===== config.mk =====
export PLATFORM = sky130hd
export DESIGN_NAME = port_arbiter_flat
export DESIGN_NICKNAME = d
export VERILOG_FILES = /design/src/rtl/port_pkg.sv /design/src/rtl/port_arbiter_if.sv /design/src/rtl/port_arbiter_rr_arbiter.sv /design/src/rtl/port_arbiter.sv /design/src/flat_wrapper.sv
export SDC_FILE = /design/constraint.sdc
export NUM_CORES = 1
export LEC_CHECK = 0
export ABC_AREA = 1
export CORE_ASPECT_RATIO = 2
export CORE_UTILIZATION = 56
export DETAILED_ROUTE_END_ITERATION = 8
export DONT_BUFFER_PORTS = 1
export PLACE_DENSITY_LB_ADDON = 0.05
export SLEW_MARGIN = 20
export SYNTH_ARGS = -nofsm -noshare
export SYNTH_HDL_FRONTEND = slang
export SYNTH_SLANG_ARGS = --single-unit

===== constraint.sdc =====
create_clock -name clk -period 1.5 [get_ports clk]
set_input_delay 0.375 -clock clk [delete_from_list [all_inputs] [get_ports clk]]
set_output_delay 0.375 -clock clk [all_outputs]
set_load 0.005 [all_outputs]

===== src/rtl/port_pkg.sv =====
// Shared types and constants for the GPIO port arbiter.
package port_pkg;

    typedef enum logic [1:0] {
        OP_WRITE   = 2'd0,
        OP_READ    = 2'd1,
        OP_SETDIR  = 2'd2,
        OP_ILLEGAL = 2'd3
    } op_t;

    typedef enum logic [2:0] {
        IDLE = 3'd0,
        DIR  = 3'd1,
        TURN = 3'd2,
        EXEC = 3'd3,
        RESP = 3'd4
    } state_t;

    localparam logic DIR_IN  = 1'b0;
    localparam logic DIR_OUT = 1'b1;

    // Direction a request needs the port to be in before it can execute.
    function automatic logic target_dir(op_t op, logic d0);
        logic t;
        t = DIR_IN;
        if (op == OP_SETDIR)     t = d0;
        else if (op == OP_WRITE) t = DIR_OUT;
        return t;
    endfunction

endpackage


===== src/rtl/port_arbiter_if.sv =====
// Requester-side request/response bus of the port arbiter.
interface port_arbiter_if #(
    parameter int WIDTH = 8,
    parameter int NREQ  = 2
);
    localparam int IDW = (NREQ > 1) ? $clog2(NREQ) : 1;

    logic [NREQ-1:0]       reqValid;
    logic [2*NREQ-1:0]     reqOp;
    logic [WIDTH*NREQ-1:0] reqData;
    logic [NREQ-1:0]       reqReady;
    logic                  rspValid;
    logic [IDW-1:0]        rspId;
    logic [WIDTH-1:0]      rspData;

    modport slave (
        input  reqValid, reqOp, reqData,
        output reqReady, rspValid, rspId, rspData
    );

    modport master (
        output reqValid, reqOp, reqData,
        input  reqReady, rspValid, rspId, rspData
    );
endinterface


===== src/rtl/port_arbiter_rr_arbiter.sv =====
// Round-robin picker: first set request at or after the pointer, wrapping.
module rr_arbiter #(
    parameter int NREQ = 2,
    parameter int IDW  = (NREQ > 1) ? $clog2(NREQ) : 1
) (
    input  logic [NREQ-1:0] req_i,
    input  logic [IDW-1:0]  ptr_i,
    input  logic            en_i,
    output logic [NREQ-1:0] gnt_o,
    output logic [IDW-1:0]  idx_o
);
    logic [IDW:0] cand;
    logic         found;

    always_comb begin
        gnt_o = '0;
        idx_o = '0;
        found = 1'b0;
        cand  = '0;
        for (int k = 0; k < NREQ; k++) begin
            // ptr < NREQ, so one conditional subtract is enough to wrap
            cand = (IDW+1)'(ptr_i) + (IDW+1)'(k);
            if (cand >= (IDW+1)'(NREQ)) cand = cand - (IDW+1)'(NREQ);
            if (en_i && !found && req_i[cand[IDW-1:0]]) begin
                found                   = 1'b1;
                gnt_o[cand[IDW-1:0]]    = 1'b1;
                idx_o                   = cand[IDW-1:0];
            end
        end
    end
endmodule


===== src/rtl/port_arbiter.sv =====
// Shares one GPIO port between NREQ requesters, sequencing direction
// changes, bus turnaround and the port strobes for each request.
module port_arbiter
    import port_pkg::*;
#(
    parameter int WIDTH = 8,
    parameter int NREQ  = 2,
    parameter int TURN  = 1
) (
    input  logic             clk,
    input  logic             rst,
    port_arbiter_if.slave    bus,
    output logic             cePortDir,
    output logic             portDir,
    output logic             cePortOut,
    output logic [WIDTH-1:0] portData,
    input  logic [WIDTH-1:0] portIn,
    output logic             dirState
);
    localparam int IDW = (NREQ > 1) ? $clog2(NREQ) : 1;
    localparam logic [3:0] TURN_M1 = (TURN > 0) ? 4'(TURN - 1) : 4'd0;

    state_t           state_q, state_d;
    logic [IDW-1:0]   ptr_q, ptr_d;
    logic [IDW-1:0]   id_q, id_d;
    op_t              op_q, op_d;
    logic [WIDTH-1:0] data_q, data_d;
    logic             dir_q, dir_d;
    logic [3:0]       cnt_q, cnt_d;
    logic [WIDTH-1:0] rsp_data_q, rsp_data_d;

    logic [NREQ-1:0]  gnt;
    logic [IDW-1:0]   gnt_idx;
    logic [1:0]       sel_op;
    logic [WIDTH-1:0] sel_data;
    logic             tgt;

    // Grants only in IDLE and never during reset, so a requester can't see
    // a transfer that the reset is about to discard.
    rr_arbiter #(.NREQ(NREQ), .IDW(IDW)) u_rr (
        .req_i (bus.reqValid),
        .ptr_i (ptr_q),
        .en_i  ((state_q == IDLE) && !rst),
        .gnt_o (gnt),
        .idx_o (gnt_idx)
    );

    always_comb begin
        sel_op   = '0;
        sel_data = '0;
        for (int i = 0; i < NREQ; i++) begin
            if (gnt_idx == IDW'(i)) begin
                sel_op   = bus.reqOp[2*i +: 2];
                sel_data = bus.reqData[WIDTH*i +: WIDTH];
            end
        end
    end

    assign tgt = target_dir(op_q, data_q[0]);

    always_comb begin
        state_d    = state_q;
        ptr_d      = ptr_q;
        id_d       = id_q;
        op_d       = op_q;
        data_d     = data_q;
        dir_d      = dir_q;
        cnt_d      = cnt_q;
        rsp_data_d = rsp_data_q;
        case (state_q)
            IDLE: begin
                if (|gnt) begin
                    id_d   = gnt_idx;
                    op_d   = op_t'(sel_op);
                    data_d = sel_data;
                    ptr_d  = (gnt_idx == IDW'(NREQ - 1)) ? '0 : gnt_idx + IDW'(1);
                    case (op_t'(sel_op))
                        OP_SETDIR: state_d = DIR;
                        OP_WRITE:  state_d = (dir_q == DIR_IN)  ? DIR : EXEC;
                        OP_READ:   state_d = (dir_q == DIR_OUT) ? DIR : EXEC;
                        default: begin
                            state_d    = RESP;
                            rsp_data_d = '0;
                        end
                    endcase
                end
            end
            DIR: begin
                dir_d = tgt;
                if (op_q == OP_SETDIR) begin
                    state_d    = RESP;
                    rsp_data_d = '0;
                end else if (TURN > 0) begin
                    state_d = port_pkg::TURN;
                    cnt_d   = TURN_M1;
                end else begin
                    state_d = EXEC;
                end
            end
            port_pkg::TURN: begin
                if (cnt_q == 4'd0) state_d = EXEC;
                else               cnt_d   = cnt_q - 4'd1;
            end
            EXEC: begin
                state_d    = RESP;
                rsp_data_d = (op_q == OP_READ) ? portIn : data_q;
            end
            RESP:    state_d = IDLE;
            default: state_d = IDLE;
        endcase
    end

    always_ff @(posedge clk) begin
        if (rst) begin
            state_q    <= IDLE;
            ptr_q      <= '0;
            id_q       <= '0;
            op_q       <= OP_WRITE;
            data_q     <= '0;
            dir_q      <= DIR_IN;
            cnt_q      <= '0;
            rsp_data_q <= '0;
        end else begin
            state_q    <= state_d;
            ptr_q      <= ptr_d;
            id_q       <= id_d;
            op_q       <= op_d;
            data_q     <= data_d;
            dir_q      <= dir_d;
            cnt_q      <= cnt_d;
            rsp_data_q <= rsp_data_d;
        end
    end

    assign bus.reqReady = gnt;
    assign bus.rspValid = (state_q == RESP);
    assign bus.rspId    = (state_q == RESP) ? id_q : '0;
    assign bus.rspData  = rsp_data_q;

    assign cePortDir = (state_q == DIR);
    assign portDir   = (state_q == DIR) ? tgt : dir_q;
    assign cePortOut = (state_q == EXEC) && (op_q == OP_WRITE);
    assign portData  = data_q;
    assign dirState  = dir_q;
endmodule

===== src/flat_wrapper.sv =====
// flat-port wrapper written by rule: the top's interface ports become plain ports
module port_arbiter_flat import port_pkg::*;
#(
    parameter int WIDTH = 8,
    parameter int NREQ  = 2,
    parameter int TURN  = 1
)
  (clk, rst, cePortDir, portDir, cePortOut, portData, portIn, dirState, bus_reqValid, bus_reqOp, bus_reqData, bus_reqReady, bus_rspValid, bus_rspId, bus_rspData);
  port_arbiter_if #(.WIDTH(WIDTH), .NREQ(NREQ)) bus_i ();
  input  logic clk;
  input  logic rst;
  output logic cePortDir;
  output logic portDir;
  output logic cePortOut;
  output logic [WIDTH-1:0] portData;
  input  logic [WIDTH-1:0] portIn;
  output logic dirState;
  input wire logic [$bits(bus_i.reqValid)-1:0] bus_reqValid;
  input wire logic [$bits(bus_i.reqOp)-1:0] bus_reqOp;
  input wire logic [$bits(bus_i.reqData)-1:0] bus_reqData;
  output wire logic [$bits(bus_i.reqReady)-1:0] bus_reqReady;
  output wire logic [$bits(bus_i.rspValid)-1:0] bus_rspValid;
  output wire logic [$bits(bus_i.rspId)-1:0] bus_rspId;
  output wire logic [$bits(bus_i.rspData)-1:0] bus_rspData;
  assign bus_i.reqValid = bus_reqValid;
  assign bus_i.reqOp = bus_reqOp;
  assign bus_i.reqData = bus_reqData;
  assign bus_reqReady = bus_i.reqReady;
  assign bus_rspValid = bus_i.rspValid;
  assign bus_rspId = bus_i.rspId;
  assign bus_rspData = bus_i.rspData;
  port_arbiter #(.WIDTH(WIDTH), .NREQ(NREQ), .TURN(TURN)) u_core (.clk(clk), .rst(rst), .bus(bus_i), .cePortDir(cePortDir), .portDir(portDir), .cePortOut(cePortOut), .portData(portData), .portIn(portIn), .dirState(dirState));
endmodule

==> impl_metrics.json <==
{
  "cts_max_path_buffers": 2,
  "worst_slack_ns": -0.212,
  "yosys.area.top_type": "dfxtp_1",
  "cts_tree": "done",
  "synth_edf_count": 0,
  "core_um2": 2570,
  "drc": 0,
  "fill_cells": 139,
  "synth.area.top_cells": "dfxtp_1, nand2_1, inv_1",
  "hold_violations": 0,
  "arrival_ns": 1.34,
  "violations": "setup timing",
  "critPathLaunchType": "register",
  "drtAntennaViolNets": 0,
  "dp_cells": 256,
  "synthToLayoutAreaGrowth_pct": 45.1,
  "power_frac_comb_pct": 61.8,
  "synthFlopType": "dfxtp_1",
  "p_sw_share_pct": 44.6,
  "vdd_drop_max_uv": 1220,
  "worstMarginPinSlew_ns": 0.370,
  "io_pins": 56,
  "skew_ns": 0.00307,
  "nNetsFinal": 287,
  "status": "complete, but fails checks",
  "dpl-instance-area_um2": 1740,
  "synth_area_per_cell_um2": 7.42,
  "start_util_pct": 59.8,
  "netlist_area_um2": 1540,
  "ys_types": 32,
  "rrSetupSlack_ns": -0.17,
  "die_y_um": 76.1,
  "p_per_area_nw_per_um2": 1910,
  "grt_use_total_pct": 31.4,
  "drt_pass1_iterations": 4,
  "synth-xor-area-share_pct": 0.570,
  "synth_top_area_share_pct": 36.5,
  "io_buffers": 0,
  "critPathMaxFanout": 4,
  "power_frac_seq_pct": 27.1,
  "fin_area_um2": 2230,
  "reg2regPathDepth": 10,
  "vias": 1651,
  "ys_seq_area_share_pct": 36.5,
  "crit_end": "portDir",
  "routed_wl_um": 4930,
  "synth_nets": 241,
  "endpoint_kind": "primary output",
  "synth_fa_ha_area_share_pct": 1.63,
  "finalMaxSlewViolations": 0,
  "die_w_um": 39.0,
  "drive_gt1_share_pct": 47.2,
  "dp_hpwl_um": 3080,
  "reg2reg_to": "u_core.bus.rspData[7]",
  "required_ns": 1.12,
  "clk_pin_slew_ns": 0.10,
  "postSynthCellCount": 207,
  "clkPwrFrac_pct": 11.1,
  "rsz0062_at_grt": "yes",
  "worstSkewPairLatency_ns": 0.28,
  "dieArea_um2": 2970,
  "p_switching_mw": 1.90,
  "fmax_mhz": 584,
  "synth_compound_area_share_pct": 19.9,
  "grt_overflow": 0,
  "slew_headroom_pct": 75.2,
  "yosysWarnings": 0,
  "via_per_inst": 5.90,
  "num_rows": 26,
  "grt_start_max_net_pins": 19,
  "drv_cap": 0,
  "grt_pass1_wl_um": 6830,
  "grt_pass1_vias": 1685,
  "drt_iter0_drc": 34,
  "criticalPathCategory": "reg2out",
  "internal_power_mw": 2.36,
  "ys_seq_elements": 28,
  "leakage_nw": 0.983,
  "wl_per_cell_um": 17.6,
  "cts_root_buffer": "clkbuf_8",
  "antenna_found_initial": 0,
  "gp_congestion": 0.790,
  "finalNonFillerCells": 280,
  "antenna_cells": 0,
  "period_share_pct": 114,
  "cts_sinks": 28,
  "finalCriticalPeriod_ns": 1.71,
  "htree_levels": 1,
  "crit_start": "u_core.state_q[0]",
  "synthMuxAreaShare_pct": 0,
  "synth_top_family_by_area": "simple AND/OR/NAND/NOR gates",
  "synthSimpleGateAreaFrac_pct": 31.3,
  "reg2reg_from": "u_core.state_q[0]",
  "synth-async-reset-ratio_pct": 0,
  "setup_viol": 23,
  "hold_path_class": "in2reg",
  "cts_buffers": 3
}
## repair_timing
item	CTS	global route
pin swaps	14	20
cloned	3	0
hold buffers	0	0
setup endpoints to repair	23	31
gates resized for setup	35	37
buffers inserted	12	7
## synthesized netlist by cell type (all sizes together), types with 3 or more instances
| cell type | count |
|---|---|
| inv | 36 |
| o211ai | 14 |
| dfxtp | 28 |
| nand3 | 8 |
| buf | 3 |
| a21oi | 15 |
| or2 | 3 |
| nor2 | 13 |
| nand2 | 64 |
| nor3 | 5 |
| o31ai | 3 |
| o2111ai | 3 |
## layout by cell type, fill, tap and decap left out, types with 8 or more instances in the layout
master and count:
buf_4 24, nand2_4 8, dfxtp_1 25, a21oi_2 11, inv_1 27, o211ai_1 13, nand2_1 40, buf_6 18
nand2_2 16
## critical path: stages, from the launching register on
cell	delay, ns
dfxtp_4	0.39
buf_6	0.11
inv_4	0.04
nor3_4	0.16
buf_6	0.13
o211ai_1	0.12
nand2_1	0.12
## metal layers
| metal | global-route usage, % | vias up | part of all wire, % |
|---|---|---|---|
| met5 | 0 | - | 0 |
| met4 | 14.5 | 0 | 4.7 |
| met3 | 4.08 | 25 | 4.5 |
| met2 | 59.2 | 70 | 58 |
| met1 | 29.6 | 793 | 33 |
| li1 | - | 763 | - |
## stage by stage
step | total power, mW | hold WS [ns] | TNS [ns] | utilization (%) | worst slack [ns]
after CTS | 3.79 | 0.149 | -2.59 | 79.2 | -0.205
after detailed placement | 2.83 | 0.442 | -0.804 | 67.8 | -0.104
after floorplan | 2.21 | 0.440 | 0 | - | 0.00808
after global routing | 4.49 | 0.134 | -4.55 | 86.8 | -0.287
final | 4.27 | 0.139 | -2.59 | 86.8 | -0.212
after global placement | 2.75 | 0.440 | -0.00551 | 67.8 | -0.00183
## sequential cells by signal, indices dropped and copies added, names as in the netlist
signal,cells
u_core.bus.rspData,8
u_core.portData,8
u_core.op_q,2
u_core.id_q,1
u_core.ptr_q,1
u_core.dirState,1
u_core.cnt_q,4
u_core.state_q,3
## cell type report
class / instances / area [um^2] / share of cell area (%)
multi-input cells: 139 / 1020 / 45.7
flip-flops and latches: 28 / 572 / 25.6
repair buffers: 42 / 383 / 17.2
inverters: 37 / 151 / 6.79
clock buffers: 4 / 55.1 / 2.47
well taps: 28 / 35.0 / 1.57
repair inverters: 2 / 13.8 / 0.617
## power by group through the flow
stage | Sequential (mW) | Combinational [mW] | Clock [mW]
2_1_floorplan | 1.09 | 1.12 | 0
3_3_place_gp | 1.11 | 1.64 | 0
3_5_place_dp | 1.12 | 1.71 | 0
4_1_cts | 1.13 | 2.19 | 0.471
5_1_grt | 1.18 | 2.82 | 0.495
6_report | 1.16 | 2.64 | 0.474
## worst min path at each step
stage / from / end / slack (ns) / cells after the start
3_5_place_dp: rst / u_core.bus.rspData[1] / 0.44 / 1
4_1_cts: rst / u_core.bus.rspData[1] / 0.15 / 1
5_1_grt: rst / u_core.state_q[1] / 0.13 / 1
3_3_place_gp: rst / u_core.bus.rspData[4] / 0.44 / 1
6_report: rst / u_core.state_q[1] / 0.14 / 1
2_1_floorplan: u_core.cnt_q[0] / u_core.cnt_q[0] / 0.44 / 2
## kinds of logic (layout without fill, tap and decap cells)
family          after synthesis  count (layout)
flops                        28              28
simple gates                 95              96
xor+xnor                      1               1
fa+ha+maj                     2               2
buf+inv                      41              85
compound gates               40              40
No activity file was read; power rests on OpenSTA's default activity.
